`src/rtl/xor_fold_accumulator.sv`:
```
`default_nettype none
// ============================================================================
//  Module   : thirty_two_bit_xor
//  Purpose  : Bitwise 32-bit XOR, built one gate per bit.
//  Ports    : a, b  - 32-bit operands
//             y     - a ^ b
//  Revision : 1.0 - initial release
// ============================================================================
module thirty_two_bit_xor (
  input  logic [31:0] a,
  input  logic [31:0] b,
  output logic [31:0] y
);

  genvar i;
  generate
    for (i = 0; i < 32; i++) begin : g_bit
      assign y[i] = a[i] ^ b[i];
    end
  endgenerate

endmodule

// ============================================================================
//  Module   : xor_fold_accumulator
//  Purpose  : Folds a burst of 1..MAX_WORDS words into a running XOR checksum
//             and presents checksum, parity and word count on a held output
//             handshake.
//  Ports    : clk, rst_n            - clock, async active-low reset
//             start, len            - burst request and length (IDLE only)
//             in_valid/in_ready/in_data    - input word handshake
//             out_valid/out_ready          - result handshake
//             out_data, out_parity, out_count - checksum, ^checksum, count
//             busy                  - burst in progress (ACCUM or DONE)
//             err_len               - one-cycle pulse on an illegal len
//  Revision : 1.0 - initial release
// ============================================================================
module xor_fold_accumulator #(
  parameter int WIDTH     = 32,
  parameter int MAX_WORDS = 16,
  parameter int CNT_W     = 5
) (
  input  logic             clk,
  input  logic             rst_n,
  input  logic             start,
  input  logic [CNT_W-1:0] len,
  input  logic             in_valid,
  output logic             in_ready,
  input  logic [WIDTH-1:0] in_data,
  output logic             out_valid,
  input  logic             out_ready,
  output logic [WIDTH-1:0] out_data,
  output logic             out_parity,
  output logic [CNT_W-1:0] out_count,
  output logic             busy,
  output logic             err_len
);

  localparam logic [CNT_W-1:0] c_max_len = CNT_W'(MAX_WORDS);
  localparam logic [CNT_W-1:0] c_one     = CNT_W'(1);

  typedef enum logic [1:0] {
    ST_IDLE  = 2'd0,
    ST_ACCUM = 2'd1,
    ST_DONE  = 2'd2
  } state_t;

  state_t           r_state;
  state_t           w_next;
  logic [WIDTH-1:0] r_acc;
  logic [CNT_W-1:0] r_count;
  logic [CNT_W-1:0] r_remaining;
  logic             r_err;
  logic [WIDTH-1:0] w_fold;
  logic             w_len_ok;
  logic             w_xfer;

  assign w_len_ok = (len != '0) && (len <= c_max_len);
  assign w_xfer   = in_valid && in_ready;

  // The fold operand is the accumulator itself; r_acc is only written on a
  // transfer, so the XOR output is don't-care in every other cycle.
  thirty_two_bit_xor u_xor (
    .a (r_acc),
    .b (in_data),
    .y (w_fold)
  );

  // State register
  always_ff @(posedge clk or negedge rst_n) begin
    if (!rst_n) begin
      r_state <= ST_IDLE;
    end else begin
      r_state <= w_next;
    end
  end

  // Next-state and handshake outputs
  always_comb begin
    w_next    = r_state;
    in_ready  = 1'b0;
    out_valid = 1'b0;
    busy      = 1'b1;
    case (r_state)
      ST_IDLE: begin
        busy = 1'b0;
        if (start && w_len_ok) begin
          w_next = ST_ACCUM;
        end
      end
      ST_ACCUM: begin
        in_ready = 1'b1;
        if (w_xfer && (r_remaining == c_one)) begin
          w_next = ST_DONE;
        end
      end
      ST_DONE: begin
        out_valid = 1'b1;
        if (out_ready) begin
          w_next = ST_IDLE;
        end
      end
      default: begin
        w_next = ST_IDLE;
        busy   = 1'b0;
      end
    endcase
  end

  // Datapath: accumulator, counters and the registered length-error pulse.
  // acc/count are cleared only on a legal start so the last result stays
  // visible on out_data/out_count after the DONE handshake.
  always_ff @(posedge clk or negedge rst_n) begin
    if (!rst_n) begin
      r_acc       <= '0;
      r_count     <= '0;
      r_remaining <= '0;
      r_err       <= 1'b0;
    end else begin
      r_err <= 1'b0;
      case (r_state)
        ST_IDLE: begin
          if (start) begin
            if (w_len_ok) begin
              r_acc       <= '0;
              r_count     <= '0;
              r_remaining <= len;
            end else begin
              r_err <= 1'b1;
            end
          end
        end
        ST_ACCUM: begin
          if (w_xfer) begin
            r_acc       <= w_fold;
            r_count     <= r_count + c_one;
            r_remaining <= r_remaining - c_one;
          end
        end
        default: begin
        end
      endcase
    end
  end

  assign out_data   = r_acc;
  assign out_parity = ^r_acc;
  assign out_count  = r_count;
  assign err_len    = r_err;

endmodule
`default_nettype wire

```
`config.mk`:
```
export PLATFORM = sky130hd
export DESIGN_NAME = xor_fold_accumulator
export DESIGN_NICKNAME = d
export VERILOG_FILES = /design/src/rtl/xor_fold_accumulator.sv
export SDC_FILE = /design/constraint.sdc
export NUM_CORES = 1
export LEC_CHECK = 0
export CAP_MARGIN = 0
export CORE_MARGIN = 5
export CORE_UTILIZATION = 53
export CTS_BUF_LIST = sky130_fd_sc_hd__clkbuf_8
export DETAILED_ROUTE_END_ITERATION = 16
export PLACE_DENSITY = 0.88
export SYNTH_ARGS = -nofsm -noshare
export SYNTH_HDL_FRONTEND = slang
export SYNTH_SLANG_ARGS = --single-unit
export TNS_END_PERCENT = 20
```
`constraint.sdc`:
```
create_clock -name clk -period 3.7 [get_ports clk]
set_input_delay 0.37 -clock clk [delete_from_list [all_inputs] [get_ports clk]]
set_output_delay 0.37 -clock clk [all_outputs]
set_load 0.01 [all_outputs]
```
Word level (Yosys, flattened, before mapping)

Index checks and enable logic that the tools add are counted.
W data, S select, Z words.

Input bits: 42
Flip-flop bits (word level): 45
Output and inout port bits: 42
Word-level logic and storage cells: 82

Muxes and demuxes: 22
Add/subtract/negate cells: 2
Reduce and logical (&&, ||, !) cells: 11
Equality and inequality tests: 9
Magnitude comparators: 1
Bitwise gates (word level): 32

Operators by type and width:

| cell                  | number |
|---|---|
| $mux W32              | 3 |
| $pmux W32 S2          | 1 |
| $reduce_xor A32 Y1    | 1 |
| $xor A1 B1 Y1         | 32 |
| $mux W5               | 6 |
| $pmux W5 S2           | 2 |
| $ne A2 B2 Y1 const B  | 6 |
| $mux W1               | 6 |
| $mux W2               | 3 |
| $pmux W2 S3           | 1 |
| $add A5 B1 Y5 const B | 1 |
| $eq A5 B1 Y1 const B  | 1 |
| $le A5 B5 Y1 const B  | 1 |
| $reduce_bool A5 Y1    | 1 |
| $sub A5 B1 Y5 const B | 1 |
| $logic_and A1 B1 Y1   | 4 |
| $reduce_and A4 Y1     | 1 |
| $reduce_and A3 Y1     | 1 |
| $eq A2 B1 Y1 const B  | 1 |
| $eq A2 B2 Y1 const B  | 1 |
| $logic_not A2 Y1      | 1 |
| $reduce_bool A2 Y1    | 1 |
| $reduce_or A2 Y1      | 1 |

Logic depth before layout (Yosys ltp)

Word-level depth: 6
Mapped depth: 8
Mapped depth without buffers: 7

Cells and area by module

A second synthesis with hierarchy kept.

Cells, all modules: 218
Area total of the unflattened synthesis: 2523.7 µm²

By module, submodules not included:

| module               | sequential area each (µm²) | instances | area each (µm²) | cells each |
|---|---|---|---|---|
| xor_fold_accumulator | 1126.1                     | 1         | 2243.4          | 186 |
| thirty_two_bit_xor   | 0.0                        | 1         | 280.3           | 32 |

Worst setup path after synthesis

No wires, ideal clock.

Kind: input -> register
Start point: input port len[0]
End point: register r_acc[10] (netlist: out_data[10])
Setup time: 126 ps
Required time: 3574 ps
Slack: 1676 ps
Stages: 8
Arrival time: 1898 ps
Cell sequence: nor4_2 xnor2_2 a21boi_2 buf_6 or2_1 buf_6 buf_6 a221o_1

Cells in the longest elaborated chain, start to end: 4
Elaborated cells on any way between the ends: 5

Ends and longest elaborated chain:

| element                                                   | RTL line | RTL |
|---|---|---|
| start, declared                                           | 46       | `input logic [CNT_W-1:0] len,` |
| $le A5 B5 Y1 / $reduce_bool A5 Y1 (equally long branches) | 78       | `assign w_len_ok = (len != '0) && (len <= c_max_len);` |
| $logic_and A1 B1 Y1 *                                     | 78       |  |
| $ne A2 B2 Y1 (no source line) *                           | --       |  |
| $reduce_and A4 Y1 (no source line) *                      | --       |  |
| end signal, assigned                                      | 155      | `r_acc <= w_fold;` |
| end, declared                                             | 70       | `logic [WIDTH-1:0] r_acc;` |

Every way passes the cells marked *; elsewhere a longest branch is shown, timed or not.
A chain may end at the register's enable or synchronous reset.

Worst setup path in the final report

Start point: register r_state[1]
End point: register r_acc[15] (netlist: out_data[15])

Cells in the longest elaborated chain, start to end: 5
Elaborated cells on any way between the ends: 10

Ends and longest elaborated chain:

| element                            | RTL line | RTL |
|---|---|---|
| start, declared                    | 68       | `state_t r_state;` |
| start signal, assigned             | 94       | `r_state <= w_next;` |
| $eq A2 B1 Y1                       | 104, 141 |  |
| $mux W1                            | 104      | `case (r_state)` |
| $logic_and A1 B1 Y1                | 79       | `assign w_xfer = in_valid && in_ready;` |
| $ne A2 B2 Y1 (no source line)      | --       |  |
| $reduce_and A4 Y1 (no source line) | --       |  |

Several ways; a longest one is shown, not always the timed one.

==> metrics.cfg <==
[grt]
grt_max_degree=47
antenna_found_initial=0
grt_pass1_vias=2493
grt_first_pass_wirelength_mm=12.3
track_usage_pct=21.4
overflow=0

[timing]
post-route-worst-setup-slack_ns=1.14
setup_viol=0
period_share_pct=69.3
timing.slew.headroom_pct=33.1
finalMaxSlewViolations=0
tightest_slew_ns=1.00
finalCriticalPeriod_ns=2.56
setup_tns_ns=0
max_freq_mhz=390
final_hold_viol_count=0
rsz0062_at_grt=no
clock_skew_ns=0.00616

[synth]
synth.yosys.warnings=0
synth_cells=276
synth_edf_count=0
synthTopCellsByArea=dfrtp_1 40%, xnor2_1 9.3%, nor2b_1 6.9%, a221o_1 6.0%, nor4b_1 5.9%
synth_seq_area_share_pct=39.9
synth_top_area_share_pct=39.9
syn_area_sq_um=2820
syn_area_per_cell_sq_um=10.2
yosys.area.top_type=dfrtp_1
ys_seq_elements=45
async_flop_share_pct=100
syn_nets=325
synth_cell_type_count=36
synth_flop_cell=dfrtp_1

[clock_tree]
cts_setup_buffers=0
cts_max_level=2
insertion_delay_ns=0.31
root_buffer=clkbuf_8
clock_sinks=45
holdBufCountCts=0
clkTransAtPathRegs_ns=0.08
cts_tree=built
clockBufferDepth=2
cts_buffers=5
post_cts_resized=0

[detailed_routing]
num_vias=2418
remaining_drc_errors=0
ant_nets=0
routedWlPerCell_um=16.7
drtIter0Drc=144
vias_per_cell=5.70
wirelength_mm=7.10
dr.pass1.iters=4

[floorplanning]
start_util_pct=54.9
placement_rows=26
core_sq_um=5140
ios=84
fp.dieH_um=83.0
die_area_sq_um=6890
die_w_um=83.0

[power]
powerDensity_nw_per_um2=1110
ir_worst_vdd_uv=1130
p_total_mw=4.17
p_leak_nw=1.53

[layout]
area_growth_pct=33.6
final_core_util_pct=73.4
finalNetCount=402
final_cell_count_no_fill=424
num_antenna_cells=0
drive_gt1_share_pct=5.37

[job]
maxCapViolations=0

[setup_path]
cp-end-kind=flip-flop
path_max_fanout=25
cp.arrival_ns=2.80
path_class=flip-flop to flip-flop
startpoint_type=flip-flop
crit_required_ns=3.94

[place]
place_hpwl_mm=4.91
place_congestion=0.778
post-place-ws_ns=0.924
place_inst=416
io_buffers=83

[min_path]
hp-class=input pin to async pin

[run_status]
status=complete, no violations

==> cell usage in the layout (no fill, tap or decap), types with 2 or more instances in the layout <==
| cell type | netlist | routed |
|---|---|---|
| clkdlybuf4s50_1 | 0 | 82 |
| dfrtp_1 | 45 | 45 |
| nor2b_1 | 31 | 31 |
| xnor2_1 | 30 | 30 |
| o21ai_0 | 22 | 22 |
| nor4b_1 | 19 | 19 |
| a221o_1 | 17 | 17 |
| nand2b_1 | 17 | 17 |
| o31ai_1 | 15 | 15 |
| nand2_1 | 9 | 9 |
| inv_1 | 6 | 7 |
| ha_1 | 7 | 7 |
| clkbuf_8 | 0 | 6 |
| buf_4 | 2 | 5 |
| nor2_1 | 4 | 4 |
| a211o_1 | 4 | 4 |
| nand3b_1 | 4 | 4 |
| xor2_1 | 3 | 3 |
| nand3_1 | 3 | 3 |
| a22o_1 | 3 | 3 |
| o41ai_1 | 2 | 2 |
| nor4_1 | 2 | 2 |
| nor3_1 | 2 | 2 |
| o21ai_1 | 2 | 2 |
==> path summary, 6_finish.rpt <==
path | start | to | slack (ns) | depth (start not counted)
setup / recovery | r_state[1]$_DFFE_PN0P_ | out_data[15]$_DFFE_PN0P_ | 1.14 | 7
hold / removal | rst_n | err_len$_DFF_PN0_ | 0.23 | 1
setup reg to reg | r_state[1]$_DFFE_PN0P_ | out_data[15]$_DFFE_PN0P_ | 1.14 | 7
hold reg to reg | r_remaining[4]$_DFFE_PN0P_ | r_remaining[4]$_DFFE_PN0P_ | 0.54 | 1
max in group asynchronous | rst_n | out_data[11]$_DFFE_PN0P_ | 2.85 | 1
min in group clk | r_remaining[4]$_DFFE_PN0P_ | r_remaining[4]$_DFFE_PN0P_ | 0.54 | 1
==> state kept, by name, indices dropped and copies added (netlist names) <==
register	count
r_remaining	5
err_len	1
r_state	2
out_data	32
out_count	5
==> report_power, final <==
part | total (mW) | switching [mW] | internal [mW]
Clock | 0.392 | 0.174 | 0.218
Combinational | 2.76 | 1.21 | 1.55
Sequential | 1.02 | 0.298 | 0.719
Total | 4.17 | 1.68 | 2.49
==> metrics by stage <==
stage / area [sq um] / hold WS (ns)
detailed placement: 3660 / 0.509
global placement: 3660 / 0.513
floorplan: 2820 / 0.0744
CTS: 3770 / 0.268
global route: 3770 / 0.323
finish: 3770 / 0.231
==> per-layer routing <==
metal | GRT usage [%] | vias up | part of all wire (%)
li1 | - | 1152 | -
met1 | 26.8 | 1195 | 42
met2 | 36.7 | 61 | 52
met3 | 4.46 | 10 | 4.0
met4 | 7.13 | 0 | 1.8
met5 | 0 | - | 0
==> critical path: stages (launching register included) <==
cell	delay, ns
dfrtp_1	0.40
inv_1	0.12
ha_1	0.37
buf_4	0.33
nand2_1	0.08
buf_4	0.21
nor2_2	0.67
a221o_1	0.29
==> cell usage after synthesis, types with 3 or more instances <==
| library cell | instances |
|---|---|
| ha_1 | 7 |
| nor4b_1 | 19 |
| nand2b_1 | 17 |
| xnor2_1 | 30 |
| a22o_1 | 3 |
| a211o_1 | 4 |
| buf_6 | 7 |
| inv_1 | 6 |
| nand3b_1 | 4 |
| xor2_1 | 3 |
| nor2b_1 | 31 |
| dfrtp_1 | 45 |
| nand2_1 | 9 |
| o31ai_1 | 15 |
| nand3_1 | 3 |
| clkbuf_1 | 8 |
| o21ai_0 | 22 |
| a221o_1 | 17 |
| nor2_1 | 4 |
==> cells by family (layout without fill, tap and decap cells) <==
logic type               count (synthesis)  after routing  synth area share (%)
AND/OR/NAND/NOR                         95             95                  21.8
buffers and inverters                   24            102                  5.36
multiplexers                             2              2                 0.753
AO/OA/AOI/OAI                           69             69                  18.3
flip-flops                              45             45                  39.9
XOR/XNOR                                34             34                  10.8
adder cells (fa/ha/maj)                  7              7                  3.10
==> final cells by class <==
type	instances	area (sq um)
well taps	70	87.6
clock inverters	2	33.8
inverters	6	22.5
multi-input cells	207	1560
flip-flops and latches	45	1130
fillers	406	1370
clock buffers	6	82.6
repair buffers	88	863
(Power assumes the default switching activity.)
